## src/rtl/ooo_pkg.sv

```systemverilog
// Shared sizes and types for the rename stage and its free list: physical
// tags, architectural indices, FU classes and the registered rename bundle.
package ooo_pkg;
    localparam int XLEN      = 32;
    localparam int ARCH_REGS = 16;
    localparam int AREG_W    = $clog2(ARCH_REGS);
    localparam int PREG_W    = 5;
    localparam int PREGS     = 2 ** PREG_W;
    localparam int FL_DEPTH  = PREGS - ARCH_REGS;
    localparam int FL_PTR_W  = $clog2(FL_DEPTH);
    localparam int FL_CNT_W  = $clog2(FL_DEPTH + 1);

    typedef logic [PREG_W-1:0] preg_t;
    typedef logic [AREG_W-1:0] areg_t;

    typedef enum logic [1:0] {
        FU_ALU = 2'd0,
        FU_LSU = 2'd1,
        FU_MUL = 2'd2
    } fu_type_e;

    typedef struct packed {
        logic            alloc;
        logic [XLEN-1:0] pc;
        logic [XLEN-1:0] inst;
        preg_t           prs1;
        preg_t           prs2;
        preg_t           prd;
        preg_t           old_prd;
        logic            prs1_vld;
        logic            prs2_vld;
        logic [2:0]      fu;
    } rename_out_t;
endpackage

```

## src/rtl/free_list.sv

```systemverilog
// Physical-tag free list: circular FIFO preloaded with tags ARCH_REGS..PREGS-1, head visible
// combinationally; FREELIST_BYPASS_EN lets an empty list hand a same-cycle push straight to the popper.
module free_list
    import ooo_pkg::*;
(
    input  logic                clk_i,
    input  logic                reset_ni,
    input  logic                push_i,
    input  preg_t               push_tag_i,
    input  logic                pop_i,
    output preg_t               head_o,
    output logic [FL_CNT_W-1:0] count_o,
    output logic                bypass_o
);
    preg_t               mem [FL_DEPTH];
    logic [FL_PTR_W-1:0] head_q;
    logic [FL_PTR_W-1:0] tail_q;
    logic [FL_CNT_W-1:0] count_q;
    logic                push_ok;
    logic                empty;
    logic                full;
    logic                do_push;
    logic                do_pop;

    // Tag 0 is the hardwired-zero register and must never circulate.
    assign push_ok = push_i & (push_tag_i != '0);
    assign empty   = (count_q == '0);
    assign full    = (count_q == FL_CNT_W'(FL_DEPTH));

`ifdef FREELIST_BYPASS_EN
    assign bypass_o = empty & push_ok;
`else
    assign bypass_o = 1'b0;
`endif

    assign head_o  = bypass_o ? push_tag_i : mem[head_q];
    assign do_pop  = pop_i & ~empty;
    assign do_push = push_ok & ~full & ~(bypass_o & pop_i);
    assign count_o = count_q;

    always_ff @(posedge clk_i) begin
        if (!reset_ni) begin
            for (int i = 0; i < FL_DEPTH; i++) begin
                mem[i] <= preg_t'(ARCH_REGS + i);
            end
            head_q  <= '0;
            tail_q  <= '0;
            count_q <= FL_CNT_W'(FL_DEPTH);
        end else begin
            if (do_push) begin
                mem[tail_q] <= push_tag_i;
                tail_q      <= tail_q + FL_PTR_W'(1);
            end
            if (do_pop) begin
                head_q <= head_q + FL_PTR_W'(1);
            end
            count_q <= count_q + FL_CNT_W'(do_push) - FL_CNT_W'(do_pop);
        end
    end

    push_when_full: assert property (@(posedge clk_i) disable iff (!reset_ni) !(push_ok && full));
endmodule

```

## src/rtl/rename_stage.sv

```systemverilog
// Rename stage: RAT lookup, free-list allocation and busy tracking; outputs registered, 1-cycle latency.
// Ready is combinational from FU space and tag availability; optional FREELIST_BYPASS_EN via free_list.
module rename_stage
    import ooo_pkg::*;
(
    input  logic            clk_i,
    input  logic            reset_ni,
    input  logic            rename_valid_i,
    output logic            rename_ready_o,
    input  logic [XLEN-1:0] pc_i,
    input  logic [XLEN-1:0] inst_i,
    input  areg_t           rs1_arch_i,
    input  areg_t           rs2_arch_i,
    input  areg_t           rd_arch_i,
    input  logic            rd_we_i,
    input  logic            alu_request_i,
    input  logic            lsu_request_i,
    input  logic            mul_request_i,
    input  logic            alu_free_i,
    input  logic            lsu_free_i,
    input  logic            mul_free_i,
    input  logic            cdb_en_i,
    input  preg_t           cdb_tag_i,
    input  logic            free_en_i,
    input  preg_t           free_tag_i,
    output logic            rs_allocate_o,
    output logic [XLEN-1:0] pc_o,
    output logic [XLEN-1:0] inst_o,
    output preg_t           prs1_addr_o,
    output preg_t           prs2_addr_o,
    output preg_t           prd_addr_o,
    output logic            prs1_valid_o,
    output logic            prs2_valid_o,
    output logic            alu_request_o,
    output logic            lsu_request_o,
    output logic            mul_request_o,
    output preg_t           old_prd_o
);
    preg_t               rat [ARCH_REGS];
    logic [PREGS-1:0]    busy_q;
    preg_t               fl_head;
    logic [FL_CNT_W-1:0] fl_count;
    logic                fl_bypass;
    logic                need_tag;
    logic                fu_free;
    logic                fire;
    logic                alloc;
    preg_t               prs1;
    preg_t               prs2;
    rename_out_t         out_q;
    rename_out_t         out_d;

    function automatic logic src_ready(preg_t tag, logic [PREGS-1:0] busy, logic cdb_en, preg_t cdb_tag);
        return ~busy[tag] | (cdb_en & (cdb_tag == tag)) | (tag == '0);
    endfunction

    assign need_tag       = rd_we_i & (rd_arch_i != '0);
    assign fu_free        = (alu_request_i & alu_free_i) | (lsu_request_i & lsu_free_i)
                          | (mul_request_i & mul_free_i);
    assign rename_ready_o = fu_free & (~need_tag | (fl_count != '0) | fl_bypass);
    assign fire           = rename_valid_i & rename_ready_o;
    assign alloc          = fire & need_tag;

    // Sources read the mapping from before this cycle's rd write.
    assign prs1 = rat[rs1_arch_i];
    assign prs2 = rat[rs2_arch_i];

    free_list u_fl (
        .clk_i      (clk_i),
        .reset_ni   (reset_ni),
        .push_i     (free_en_i),
        .push_tag_i (free_tag_i),
        .pop_i      (alloc),
        .head_o     (fl_head),
        .count_o    (fl_count),
        .bypass_o   (fl_bypass)
    );

    always_ff @(posedge clk_i) begin
        if (!reset_ni) begin
            for (int i = 0; i < ARCH_REGS; i++) begin
                rat[i] <= preg_t'(i);
            end
        end else if (alloc) begin
            rat[rd_arch_i] <= fl_head;
        end
    end

    always_ff @(posedge clk_i) begin
        if (!reset_ni) begin
            busy_q <= '0;
        end else begin
            if (cdb_en_i) begin
                busy_q[cdb_tag_i] <= 1'b0;
            end
            if (alloc) begin
                busy_q[fl_head] <= 1'b1;
            end
        end
    end

    always_comb begin
        out_d       = out_q;
        out_d.alloc = fire;
        if (fire) begin
            out_d.pc          = pc_i;
            out_d.inst        = inst_i;
            out_d.prs1        = prs1;
            out_d.prs2        = prs2;
            out_d.prs1_vld    = src_ready(prs1, busy_q, cdb_en_i, cdb_tag_i);
            out_d.prs2_vld    = src_ready(prs2, busy_q, cdb_en_i, cdb_tag_i);
            out_d.prd         = need_tag ? fl_head : '0;
            out_d.old_prd     = need_tag ? rat[rd_arch_i] : '0;
            out_d.fu[FU_ALU]  = alu_request_i;
            out_d.fu[FU_LSU]  = lsu_request_i;
            out_d.fu[FU_MUL]  = mul_request_i;
        end
    end

    always_ff @(posedge clk_i) begin
        if (!reset_ni) begin
            out_q <= '0;
        end else begin
            out_q <= out_d;
        end
    end

    assign rs_allocate_o = out_q.alloc;
    assign pc_o          = out_q.pc;
    assign inst_o        = out_q.inst;
    assign prs1_addr_o   = out_q.prs1;
    assign prs2_addr_o   = out_q.prs2;
    assign prd_addr_o    = out_q.prd;
    assign old_prd_o     = out_q.old_prd;
    assign prs1_valid_o  = out_q.prs1_vld;
    assign prs2_valid_o  = out_q.prs2_vld;
    assign alu_request_o = out_q.fu[FU_ALU];
    assign lsu_request_o = out_q.fu[FU_LSU];
    assign mul_request_o = out_q.fu[FU_MUL];
endmodule

```

## config.mk

```make
export PLATFORM = sky130hd
export DESIGN_NAME = rename_stage
export DESIGN_NICKNAME = d
export VERILOG_FILES = /design/src/rtl/ooo_pkg.sv /design/src/rtl/free_list.sv /design/src/rtl/rename_stage.sv
export SDC_FILE = /design/constraint.sdc
export NUM_CORES = 1
export LEC_CHECK = 0
export ABC_AREA = 1
export ABC_CLOCK_PERIOD_IN_PS = 2560
export CAP_MARGIN = 20
export CELL_PAD_IN_SITES_DETAIL_PLACEMENT = 1
export CELL_PAD_IN_SITES_GLOBAL_PLACEMENT = 2
export CORE_MARGIN = 8
export CORE_UTILIZATION = 30
export CTS_CLUSTER_SIZE = 20
export DETAILED_ROUTE_END_ITERATION = 12
export PLACE_DENSITY = 0.82
export SYNTH_ARGS = -nofsm -noshare
export SYNTH_HDL_FRONTEND = slang
export SYNTH_SLANG_ARGS = --single-unit
```

## constraint.sdc

```tcl
create_clock -name clk_i -period 2.56 [get_ports clk_i]
set_input_delay 0.256 -clock clk_i [delete_from_list [all_inputs] [get_ports clk_i]]
set_output_delay 0.256 -clock clk_i [all_outputs]
set_load 0.005 [all_outputs]
```

# After elaboration in Yosys (flattened, before gate mapping)
# Memory sizes are Yosys's and may differ from the RTL's. A register that Yosys moved wholly into a read port is not among the register bits.
# Cells that the tools add are included.
[totals]
regBits = 135
ramBits = 160
wordCells = 94
n_memories = 2
[classes]
n_addsub = 4
n_lt_le_gt_ge = 6
eq_ne = 3
muxes = 28
n_bitwise = 27
reduce_logical = 10
[mem_list]
columns = ["name", "depth", "word_bits", "rd", "rd_clocked_by_memory_dff", "wr", "line_no", "rtl"]
rows = [
  ["rat", 16, 5, 3, 0, 16, "rename_stage.sv:39", "preg_t rat [ARCH_REGS];"],
  ["u_fl.mem", 16, 5, 1, 1, 16, "free_list.sv:15", "preg_t mem [FL_DEPTH];"],
]
[ops]
columns = ["op", "count"]
rows = [
  ["32-bit 2-to-1 mux", 3],
  ["32-bit AND", 1],
  ["32-bit inverter", 1],
  ["32-bit OR", 1],
  ["5-bit by 6-bit less-than comparator with 1-bit output (second input constant)", 4],
  ["5-bit 2-to-1 mux", 4],
  ["4-bit 2-to-1 mux", 4],
  ["5-bit logical NOT", 3],
  ["1-bit 2-to-1 mux", 13],
  ["1-bit AND", 12],
  ["1-bit binary-select mux with 5-bit select", 2],
  ["1-bit demux with 5-bit select", 2],
  ["5-bit == test", 2],
  ["5-bit by 1-bit >= comparator with 1-bit output (second input constant)", 2],
  ["5-bit nonzero test", 2],
  ["5-bit OR reduction", 2],
  ["4-bit by 1-bit adder with 4-bit output (second input constant)", 2],
  ["1-bit OR", 7],
  ["5-bit by 1-bit adder with 5-bit output", 1],
  ["5-bit == test (second input constant)", 1],
  ["1-bit inverter", 5],
  ["5-bit by 1-bit subtractor with 5-bit output", 1],
  ["4-bit nonzero test", 1],
  ["1-bit logical AND", 2],
]

# Depth between registers and ports, before layout
# Gate-level depths: netlist of run 1.
[depth]
ltp_word = 12
mapped_depth = 22
ltp_nobuf = 20

# Modules after synthesis
# Synthesis of run 1 repeated with hierarchy kept, for this count alone.
[unflattened]
hier_cells = 1963
area_unflattened_um2 = 15491.1
[by_module_without_submodules]
columns = ["module", "instances", "cells_per_inst", "area_per_inst_um2", "seq_area_each_um2"]
rows = [
  ["rename_stage", 1, 1409, 10602.7, 4844.6],
  ["free_list", 1, 554, 4888.4, 2742.6],
]

# Worst setup path after synthesis of run 1
# OpenSTA, ideal clock, no wires.
[synth_timing]
path_type = "flip-flop to flip-flop"
startpoint = "reg u_fl.count_q[3], in the netlist u_fl.count_o[3]"
endpoint = "reg u_fl.count_q[4], in the netlist u_fl.count_o[4]"
arrival_time_ns = 2.660
required_time_ns = 2.437
path_slack_ns = -0.224
path_stages_with_launch = 21
cell_sequence = "dfxtp_1 > inv_1 > ha_1 > nand3_1 > nor3_1 > a31oi_2 > and2_1 > buf_4 > nand2_4 > clkinv_2 > ha_1 > inv_1 > ha_1 > inv_1 > fa_1 > inv_1 > nand2_1 > a21oi_1 > nor2_1 > inv_1 > o21ai_0"
[synth_via]
elab_chain_cells = 7
[synth_lines]
columns = ["item", "line_no", "rtl"]
rows = [
  ["start: declaration", "free_list.sv:18", "logic [FL_CNT_W-1:0] count_q;"],
  ["start signal: assignment", "free_list.sv:48", "count_q <= FL_CNT_W'(FL_DEPTH);"],
  ["start signal: assignment", "free_list.sv:57", "count_q <= count_q + FL_CNT_W'(do_push) - FL_CNT_W'(do_pop);"],
  ["5-bit nonzero test", "rename_stage.sv:60", "assign rename_ready_o = fu_free & (~need_tag | (fl_count != '0) | fl_bypass);"],
  ["1-bit OR", "rename_stage.sv:60", ""],
  ["1-bit AND", "rename_stage.sv:60", ""],
  ["net rename_ready_o", "rename_stage.sv:9", "output logic rename_ready_o,"],
  ["1-bit AND", "rename_stage.sv:61", "assign fire = rename_valid_i & rename_ready_o;"],
  ["1-bit AND", "rename_stage.sv:62", "assign alloc = fire & need_tag;"],
  ["1-bit AND", "free_list.sv:37", "assign do_pop = pop_i & ~empty;"],
  ["net u_fl.do_pop", "free_list.sv:23", "logic do_pop;"],
  ["5-bit by 1-bit subtractor with 5-bit output", "free_list.sv:57", ""],
]
# The timed path passes the listed nets, and every way through them passes these cells.
# A chain may end at the register's enable or synchronous reset.

# Final worst setup path of run 1
[layout_timing]
startpoint = "reg u_fl.count_q[3], in the netlist u_fl.count_o[3]"
endpoint = "reg u_fl.count_q[4], in the netlist u_fl.count_o[4]"
[layout_via]
elab_chain_cells = 7
[layout_lines]
columns = ["item", "line_no"]
rows = [
  ["5-bit nonzero test", "rename_stage.sv:60"],
  ["1-bit OR", "rename_stage.sv:60"],
  ["1-bit AND", "rename_stage.sv:60"],
  ["1-bit AND", "rename_stage.sv:61"],
  ["1-bit AND", "rename_stage.sv:62"],
  ["1-bit AND *", "free_list.sv:37"],
  ["net u_fl.do_pop", "free_list.sv:23"],
  ["5-bit by 1-bit subtractor with 5-bit output *", "free_list.sv:57"],
]
# Mark *: on every way through the listed nets, which the timed path passes. The rest lies on a longest branch.

==> summary.log, run 1 <==
[clock_tree] total CTS buffers 36
[place] detailed-placement wirelength estimate 40900 µm
[pwr] Sw Share 0.291
[route] Wirelength per Cell 20.3 µm
[global_routing] pin count of the biggest net entering global routing 125
[critical_path] required time of the critical path 3.05 ns
[layout] area growth from synthesis to final layout 30.9%
[timing] post-route worst setup slack 0.104 ns
[critical_path] cell family contributing the most delay on the critical path adder cells
[logic_synthesis] syn_area_per_cell 8.04 µm²
[logic_synthesis] top flip-flop cell by instance count after synthesis sky130_fd_sc_hd__edfxtp_1
[clock_tree] maximum clock path buffer count 3
[layout] Total Nets Final 2220
[route] Remaining DRCs 0
[critical_path] peak per-stage delay on the critical path 0.35 ns
[route] post-route ant nets 0
[layout] Finished Layout Cells 2807
[logic_synthesis] fraction of the mapped netlist area in compound gates 0.130
[critical_path] buffers plus inverters on the worst setup path 6
[timing] setup repair after global routing missed its margin yes
[route] Iter 0 DRT Violations 942
[layout] Post-Layout Inst Area 19600 µm²
[run_status] outcome completed
[critical_path] class of the most critical setup path flop to flop
[logic_synthesis] fraction of the mapped netlist area in simple logic gates 0.253
[logic_synthesis] main combinational cell family by area after synthesis simple AND/OR/NAND/NOR gates
[pwr] maximum vdd ir drop 0.000440 V
[route] via count 14220
[logic_synthesis] post-synthesis cell area 15000 µm²
[run] max-cap violation count 0
[timing] final hold violation count 0
[logic_synthesis] parity-gate share of the synthesized area counting xor and xnor cells 0.00234
[clock_tree] number of H-tree levels 2
[global_routing] overflow left after global routing 0
[place] Worst Setup Slack post-DPL -0.635 ns
[logic_synthesis] Synth async-reset ratio 0
[layout] fraction of final layout cells with drive strength greater than 1 0.110
[place] placed inst area 18400 µm²
[timing] Tightest Pin Transition 0.740 ns
[timing] post-route setup TNS 0 ns
[pwr] sequential group share of total power 0.414
[logic_synthesis] biggest area consumer among synthesized cells sky130_fd_sc_hd__edfxtp_1
[pwr] Design Power 13.2 mW
[timing] max-slew violation count 0
[clock_tree] clock-pin slew on the worst setup and hold paths 0.06 ns
[pwr] Leak Pwr 7.73 nW
[logic_synthesis] synthesized instance count 1866
[floorplan] Starting Density 0.301
[place] placed cell count 2736
[clock_tree] hold buffers post-CTS 0
[min_path] type of the tightest min-delay check primary input to flop
[route] total wirelength of the detailed-routed design 56900 µm
[clock_tree] root buffer cell sky130_fd_sc_hd__clkbuf_16
[logic_synthesis] cells taking the most area after synthesis sky130_fd_sc_hd__edfxtp_1 32%, sky130_fd_sc_hd__dfxtp_1 19%, sky130_fd_sc_hd__nand2_1 11%
[floorplan] Core Footprint 49800 µm²
[critical_path] cell-by-cell trace of the critical path inv_2 -> ha_4 -> nand3_2 -> nor3_2 -> a31oi_2 -> and2_4 -> nand2_8 -> clkinv_8 -> ha_4 -> inv_4 -> ha_4 -> inv_2 -> fa_2 -> inv_2 -> nand2_2 -> a21oi_2 -> nor2_1 -> inv_1 -> a21oi_1 -> o21ai_1
[place] routability-driven placement congestion ratio 0.904
[global_routing] initial antenna violation count 0
[pwr] ratio of total power to cell area 673 nW/µm²
[critical_path] library cell contributing the largest single delay on the critical path sky130_fd_sc_hd__fa_2
[pwr] combinational cell fraction of total power 0.204
[timing] fin crit period 2.46 ns
[timing] post-route clock period utilization 0.959
[timing] worst slew margin relative to its limit 0.506
[pwr] switching power 3.85 mW
[pwr] clock power share 0.383
[timing] highest clock frequency the design can meet 407 MHz
[timing] Final Setup Violations 0
[floorplan] Die Area 57400 µm²
[clock_tree] worst-skew pair later-pin latency 0.56 ns
[logic_synthesis] share of Yosys cell area claimed by the top area cell type 0.320
[logic_synthesis] fraction of the mapped netlist area in adder cells 0.0105
[timing] worst hold slack across all endpoints 0.152 ns
[logic_synthesis] proportion of synthesized area in mux cells 0.0133
[critical_path] critical path launch point type flop
[pwr] internal power 9.36 mW
[critical_path] endpoint arrival time on the critical path 2.94 ns
[logic_synthesis] portion of the post-synthesis area used by sequential elements 0.506
[route] vias per inst 5.07
[logic_synthesis] number of different library cells in the post-synthesis netlist 42
[clock_tree] CTS tree done
[floorplan] top-level I/O count 189
[route] length of the first detailed-routing pass in iterations 7
[global_routing] global-route wire length before repair 86500 µm
[logic_synthesis] EDFF count, synth 160
[floorplan] Chip Height 240 µm
[place] number of buffer cells added on primary ports 188
[logic_synthesis] FF+latch count, synth 299
[global_routing] vias in the first global route 14780
[layout] number of antenna repair diodes 0
[floorplan] chip width 240 µm
[timing] maximum clock skew at final layout 0.0206 ns
[floorplan] # rows 82
[critical_path] Worst setup EP type flop
[global_routing] overall routing resource usage 0.192
[layout] Filler Cells Inserted 5897
[layout] post-layout util 0.395
[logic_synthesis] Yosys warnings 0
[clock_tree] CTS sink count 299
[critical_path] highest fanout seen on the critical path 2
[what timing repair did]
action | CTS | global route
pin swaps | 2 | 2
resized for setup | 5 | 14
hold endpoints to repair | 0 | 0
setup endpoints to repair | 31 | 67
cloned | 0 | 2
buffers inserted | 1 | 5
[per-layer routing]
layer  global-route usage  wire [µm]  up-vias
met1                0.244      24600     7096
met2                0.336      28600      305
li1                     -          -     6740
met4               0.0546       1440        0
met5                    0          0        -
met3               0.0260       2260       79
[layout make-up]
cell class	count	area, µm²	area share
clock buffer	43	947	0.0482
clock inverter	20	208	0.0106
inverter	202	779	0.0397
multi-input combinational	1263	6240	0.318
sequential	299	7590	0.387
tap	672	841	0.0428
timing repair buffer	307	3020	0.154
timing repair inverter	1	5.00	0.000255
[power groups by stage]
stage | clock, mW | combinational [mW] | sequential (mW)
2_1_floorplan | 0 | 1.33 | 5.52
3_3_place_gp | 0 | 2.55 | 5.55
3_5_place_dp | 0 | 2.60 | 5.56
4_1_cts | 5.17 | 2.65 | 5.46
5_1_grt | 5.34 | 2.92 | 5.49
6_report | 5.05 | 2.69 | 5.47
[Yosys cell counts (all sizes together), types with 3 or more instances]
| library cell | instances |
|---|---|
| o22ai | 10 |
| nor2 | 147 |
| nand4 | 3 |
| nand3 | 255 |
| mux2i | 20 |
| o21ai | 132 |
| ha | 11 |
| clkinv | 11 |
| buf | 60 |
| clkbuf | 46 |
| a221oi | 4 |
| o211ai | 68 |
| a22oi | 13 |
| xor2 | 4 |
| edfxtp | 160 |
| dfxtp | 139 |
| a31oi | 4 |
| nand2 | 465 |
| inv | 191 |
| nor3 | 12 |
| a21oi | 101 |
| o221ai | 3 |
[cell families after synthesis]
kind of cell	after synthesis
buf+inv	308
compound gates	337
fa+ha+maj	12
xor+xnor	4
simple gates	885
mux	20
flops	299
other cells	1
[path summary, 6_finish.rpt]
check | startpoint | end | slack, ns | depth (start not counted)
worst min register to register | u_fl.head_q[3] | u_fl.head_q[3] | 0.45 | 1
worst min-delay path | reset_ni | u_fl.tail_q[3] | 0.15 | 3
worst max register to register | u_fl.count_o[3] | u_fl.count_o[4] | 0.10 | 20
worst max-delay path | u_fl.count_o[3] | u_fl.count_o[4] | 0.10 | 20
[state kept, by name (all words and copies together) (netlist names), 5 cells and up, named ones only]
| signal | flops |
|---|---|
| rat | 80 |
| u_fl.mem | 80 |
| busy_q | 32 |
| inst_o | 32 |
| pc_o | 32 |
| old_prd_o | 5 |
| prd_addr_o | 5 |
| prs1_addr_o | 5 |
| prs2_addr_o | 5 |
| u_fl.count_o | 5 |
[worst reg2reg max path, cell delays in order, from the launching register on]
cell and delay (ns):
sky130_fd_sc_hd__dfxtp_2 0.33, sky130_fd_sc_hd__inv_2 0.05, sky130_fd_sc_hd__ha_4 0.16, sky130_fd_sc_hd__nand3_2 0.06, sky130_fd_sc_hd__nor3_2 0.04, sky130_fd_sc_hd__a31oi_2 0.17
sky130_fd_sc_hd__and2_4 0.21, sky130_fd_sc_hd__nand2_8 0.07, sky130_fd_sc_hd__clkinv_8 0.05, sky130_fd_sc_hd__ha_4 0.19, sky130_fd_sc_hd__inv_4 0.05, sky130_fd_sc_hd__ha_4 0.12
sky130_fd_sc_hd__inv_2 0.04, sky130_fd_sc_hd__fa_2 0.35, sky130_fd_sc_hd__inv_2 0.07, sky130_fd_sc_hd__nand2_2 0.05, sky130_fd_sc_hd__a21oi_2 0.12, sky130_fd_sc_hd__nor2_1 0.06
sky130_fd_sc_hd__inv_1 0.07, sky130_fd_sc_hd__a21oi_1 0.06, sky130_fd_sc_hd__o21ai_1 0.09
[cells in the final DEF (no fill, tap or decap), types with 68 or more instances in the layout]
| cell type | n |
|---|---|
| sky130_fd_sc_hd__nand2_1 | 456 |
| sky130_fd_sc_hd__nand3_1 | 250 |
| sky130_fd_sc_hd__clkdlybuf4s50_1 | 185 |
| sky130_fd_sc_hd__inv_1 | 171 |
| sky130_fd_sc_hd__edfxtp_1 | 160 |
| sky130_fd_sc_hd__dfxtp_1 | 135 |
| sky130_fd_sc_hd__nor2_1 | 134 |
| sky130_fd_sc_hd__o21ai_0 | 130 |
| sky130_fd_sc_hd__a21oi_1 | 100 |
| sky130_fd_sc_hd__buf_4 | 100 |
| sky130_fd_sc_hd__o211ai_1 | 68 |
Note: power is estimated with default switching activity, not from simulation.
==> run 2, diff against run 1 <==
--- a/config.mk
+++ b/config.mk
@@ -10,7 +10,6 @@
 export CAP_MARGIN = 20
 export CELL_PAD_IN_SITES_DETAIL_PLACEMENT = 1
 export CELL_PAD_IN_SITES_GLOBAL_PLACEMENT = 2
-export CORE_MARGIN = 8
 export CORE_UTILIZATION = 30
 export CTS_CLUSTER_SIZE = 20
 export DETAILED_ROUTE_END_ITERATION = 12
==> run 2 against run 1 <==
Clock skew rose by 0.0039 ns. Non-clock buffer count rose by 14. Sequential share of layout area fell by 0.080 points. Critical path depth did not move. Maximum frequency decreased by 2.1%. First-iteration DRC count increased by 26%. Largest cell class unchanged. Highest routed layer unchanged.
==> summary.log, run 2 (synthesis results as in run 1) <==
[route] Iter 0 DRT Violations 1190
[clock_tree] hold buffers post-CTS 0
[critical_path] R2R cell count 20
[timing] Final Setup Violations 0
[floorplan] Core Footprint 49200 µm²
[timing] setup repair after global routing missed its margin yes
[place] detailed-placement wirelength estimate 40900 µm
[timing] worst slew margin relative to its limit 0.533
[floorplan] chip width 226 µm
[floorplan] # rows 81
[critical_path] endpoint arrival time on the critical path 2.99 ns
[clock_tree] maximum clock path buffer count 3
[clock_tree] CTS sink count 299
[layout] fraction of final layout cells with drive strength greater than 1 0.121
[global_routing] global-route wire length before repair 85500 µm
[critical_path] highest fanout seen on the critical path 2
[timing] Tightest Pin Transition 0.700 ns
[pwr] sequential group share of total power 0.416
[layout] post-layout util 0.400
[clock_tree] root buffer cell sky130_fd_sc_hd__clkbuf_16
[min_path] type of the tightest min-delay check primary input to flop
[critical_path] critical path launch point type flop
[clock_tree] worst-skew pair later-pin latency 0.55 ns
[critical_path] worst reg2reg startpoint u_fl.count_o[2]
[layout] largest registers in the final layout rat x80, u_fl.mem x80
[timing] fin crit period 2.51 ns
[timing] final hold violation count 0
[critical_path] Setup crit start u_fl.count_o[2]
[pwr] clock power share 0.373
[timing] post-route clock period utilization 0.980
[layout] most common cell after layout, fill and taps aside sky130_fd_sc_hd__nand2_1
[critical_path] setup slack of the most critical reg-to-reg path 0.05 ns
[global_routing] overflow left after global routing 0
[clock_tree] number of H-tree levels 2
[global_routing] pin count of the biggest net entering global routing 125
[route] post-route ant nets 0
[place] number of buffer cells added on primary ports 188
[timing] highest clock frequency the design can meet 399 MHz
[route] Remaining DRCs 0
[critical_path] Reg-to-Reg End u_fl.count_o[4]
[pwr] switching power 3.88 mW
[pwr] Design Power 13.1 mW
[critical_path] required time of the critical path 3.04 ns
[pwr] maximum vdd ir drop 0.000505 V
[route] via count 14281
[pwr] ratio of total power to cell area 668 nW/µm²
[route] length of the first detailed-routing pass in iterations 5
[critical_path] Worst setup EP type flop
[run_status] outcome completed
[floorplan] top-level I/O count 189
[route] vias per inst 5.08
[floorplan] Die Area 50900 µm²
[pwr] Leak Pwr 7.78 nW
[floorplan] Starting Density 0.305
[global_routing] vias in the first global route 14615
[layout] Post-Layout Inst Area 19700 µm²
[place] routability-driven placement congestion ratio 0.908
[route] Wirelength per Cell 19.8 µm
[pwr] combinational cell fraction of total power 0.211
[pwr] Sw Share 0.295
[layout] Finished Layout Cells 2813
[place] placed cell count 2743
[pwr] internal power 9.26 mW
[global_routing] initial antenna violation count 0
[clock_tree] CTS tree done
[clock_tree] total CTS buffers 36
[clock_tree] clock-pin slew on the worst setup and hold paths 0.06 ns
[global_routing] overall routing resource usage 0.217
[timing] maximum clock skew at final layout 0.0245 ns
[critical_path] class of the most critical setup path flop to flop
[timing] max-slew violation count 0
[layout] commonest cells after routing, fill and taps aside 455 x sky130_fd_sc_hd__nand2_1, 249 x sky130_fd_sc_hd__nand3_1, 185 x sky130_fd_sc_hd__clkdlybuf4s50_1, 171 x sky130_fd_sc_hd__inv_1, 160 x sky130_fd_sc_hd__edfxtp_1
[timing] worst hold slack across all endpoints 0.158 ns
[layout] Total Nets Final 2233
[layout] number of antenna repair diodes 0
[route] total wirelength of the detailed-routed design 55700 µm
[layout] area growth from synthesis to final layout 31.2%
[critical_path] endpoint of the worst setup timing path u_fl.count_o[4]
[place] placed inst area 18400 µm²
[floorplan] Chip Height 226 µm
[run] max-cap violation count 0
-- run 2: metrics by stage --
| step | setup TNS, ns | setup WS [ns] |
|---|---|---|
| floorplan | 0 | 0.00758 |
| global placement | -65.18 | -0.638 |
| detailed placement | -88.50 | -0.728 |
| CTS | 0 | 0.0147 |
| global route | -0.441 | -0.107 |
| finish | 0 | 0.0520 |
-- run 2: repair_timing --
item / in CTS / in global routing
endpoints found under the setup margin: 16 / 97
resized for setup: 11 / 14
setup buffers: 1 / 5
pin swaps: 4 / 8
-- run 2: power groups by stage --
| stage | registers [mW] | logic (mW) | clock network, mW |
|---|---|---|---|
| after floorplan | 5.52 | 1.33 | 0 |
| after global placement | 5.55 | 2.53 | 0 |
| after detailed placement | 5.56 | 2.59 | 0 |
| after global routing | 5.49 | 3.02 | 5.20 |
| final | 5.47 | 2.77 | 4.90 |
| after CTS | 5.46 | 2.65 | 5.01 |
-- run 2: worst min path at each step --
stage / start / end / slack (ns) / depth (start not counted)
finish: reset_ni / u_fl.tail_q[3] / 0.16 / 3
global route: reset_ni / u_fl.tail_q[3] / 0.17 / 3
CTS: reset_ni / u_fl.tail_q[3] / 0.13 / 3
detailed placement: pc_o[23] / pc_o[23] / 0.46 / 2
global placement: u_fl.head_q[3] / u_fl.head_q[3] / 0.43 / 1
floorplan: alu_request_i / alu_request_o / 0.36 / 2
-- run 2: cell type report --
type	count	area [µm²]
Clock buffer	49	1020
Clock inverter	15	111
Fill cell	5815	29500
Inverter	202	773
Multi-Input combinational cell	1263	6280
Sequential cell	299	7590
Tap cell	664	831
Timing Repair Buffer	321	3070
-- run 2: metal layers --
metal | up-vias | global-route usage | wire (µm)
met2 | 319 | 0.364 | 27100
met4 | 0 | 0.0676 | 1530
met5 | - | 0 | 0
met1 | 7102 | 0.291 | 24500
met3 | 81 | 0.0271 | 2570
li1 | 6779 | - | -
-- run 2: critical path: stages, from the launching register on --
cell and delay, ns:
sky130_fd_sc_hd__dfxtp_2 0.33, sky130_fd_sc_hd__inv_2 0.08, sky130_fd_sc_hd__ha_4 0.14, sky130_fd_sc_hd__nand3_2 0.08, sky130_fd_sc_hd__nor3_2 0.13, sky130_fd_sc_hd__a31oi_2 0.06
sky130_fd_sc_hd__and2_4 0.19, sky130_fd_sc_hd__nand2_8 0.07, sky130_fd_sc_hd__clkinv_8 0.05, sky130_fd_sc_hd__ha_4 0.20, sky130_fd_sc_hd__inv_2 0.06, sky130_fd_sc_hd__ha_4 0.14
sky130_fd_sc_hd__inv_2 0.04, sky130_fd_sc_hd__fa_2 0.33, sky130_fd_sc_hd__inv_2 0.09, sky130_fd_sc_hd__nand2_4 0.06, sky130_fd_sc_hd__a21oi_2 0.13, sky130_fd_sc_hd__nor2_1 0.05
sky130_fd_sc_hd__inv_1 0.08, sky130_fd_sc_hd__a21oi_2 0.06, sky130_fd_sc_hd__o21ai_1 0.09
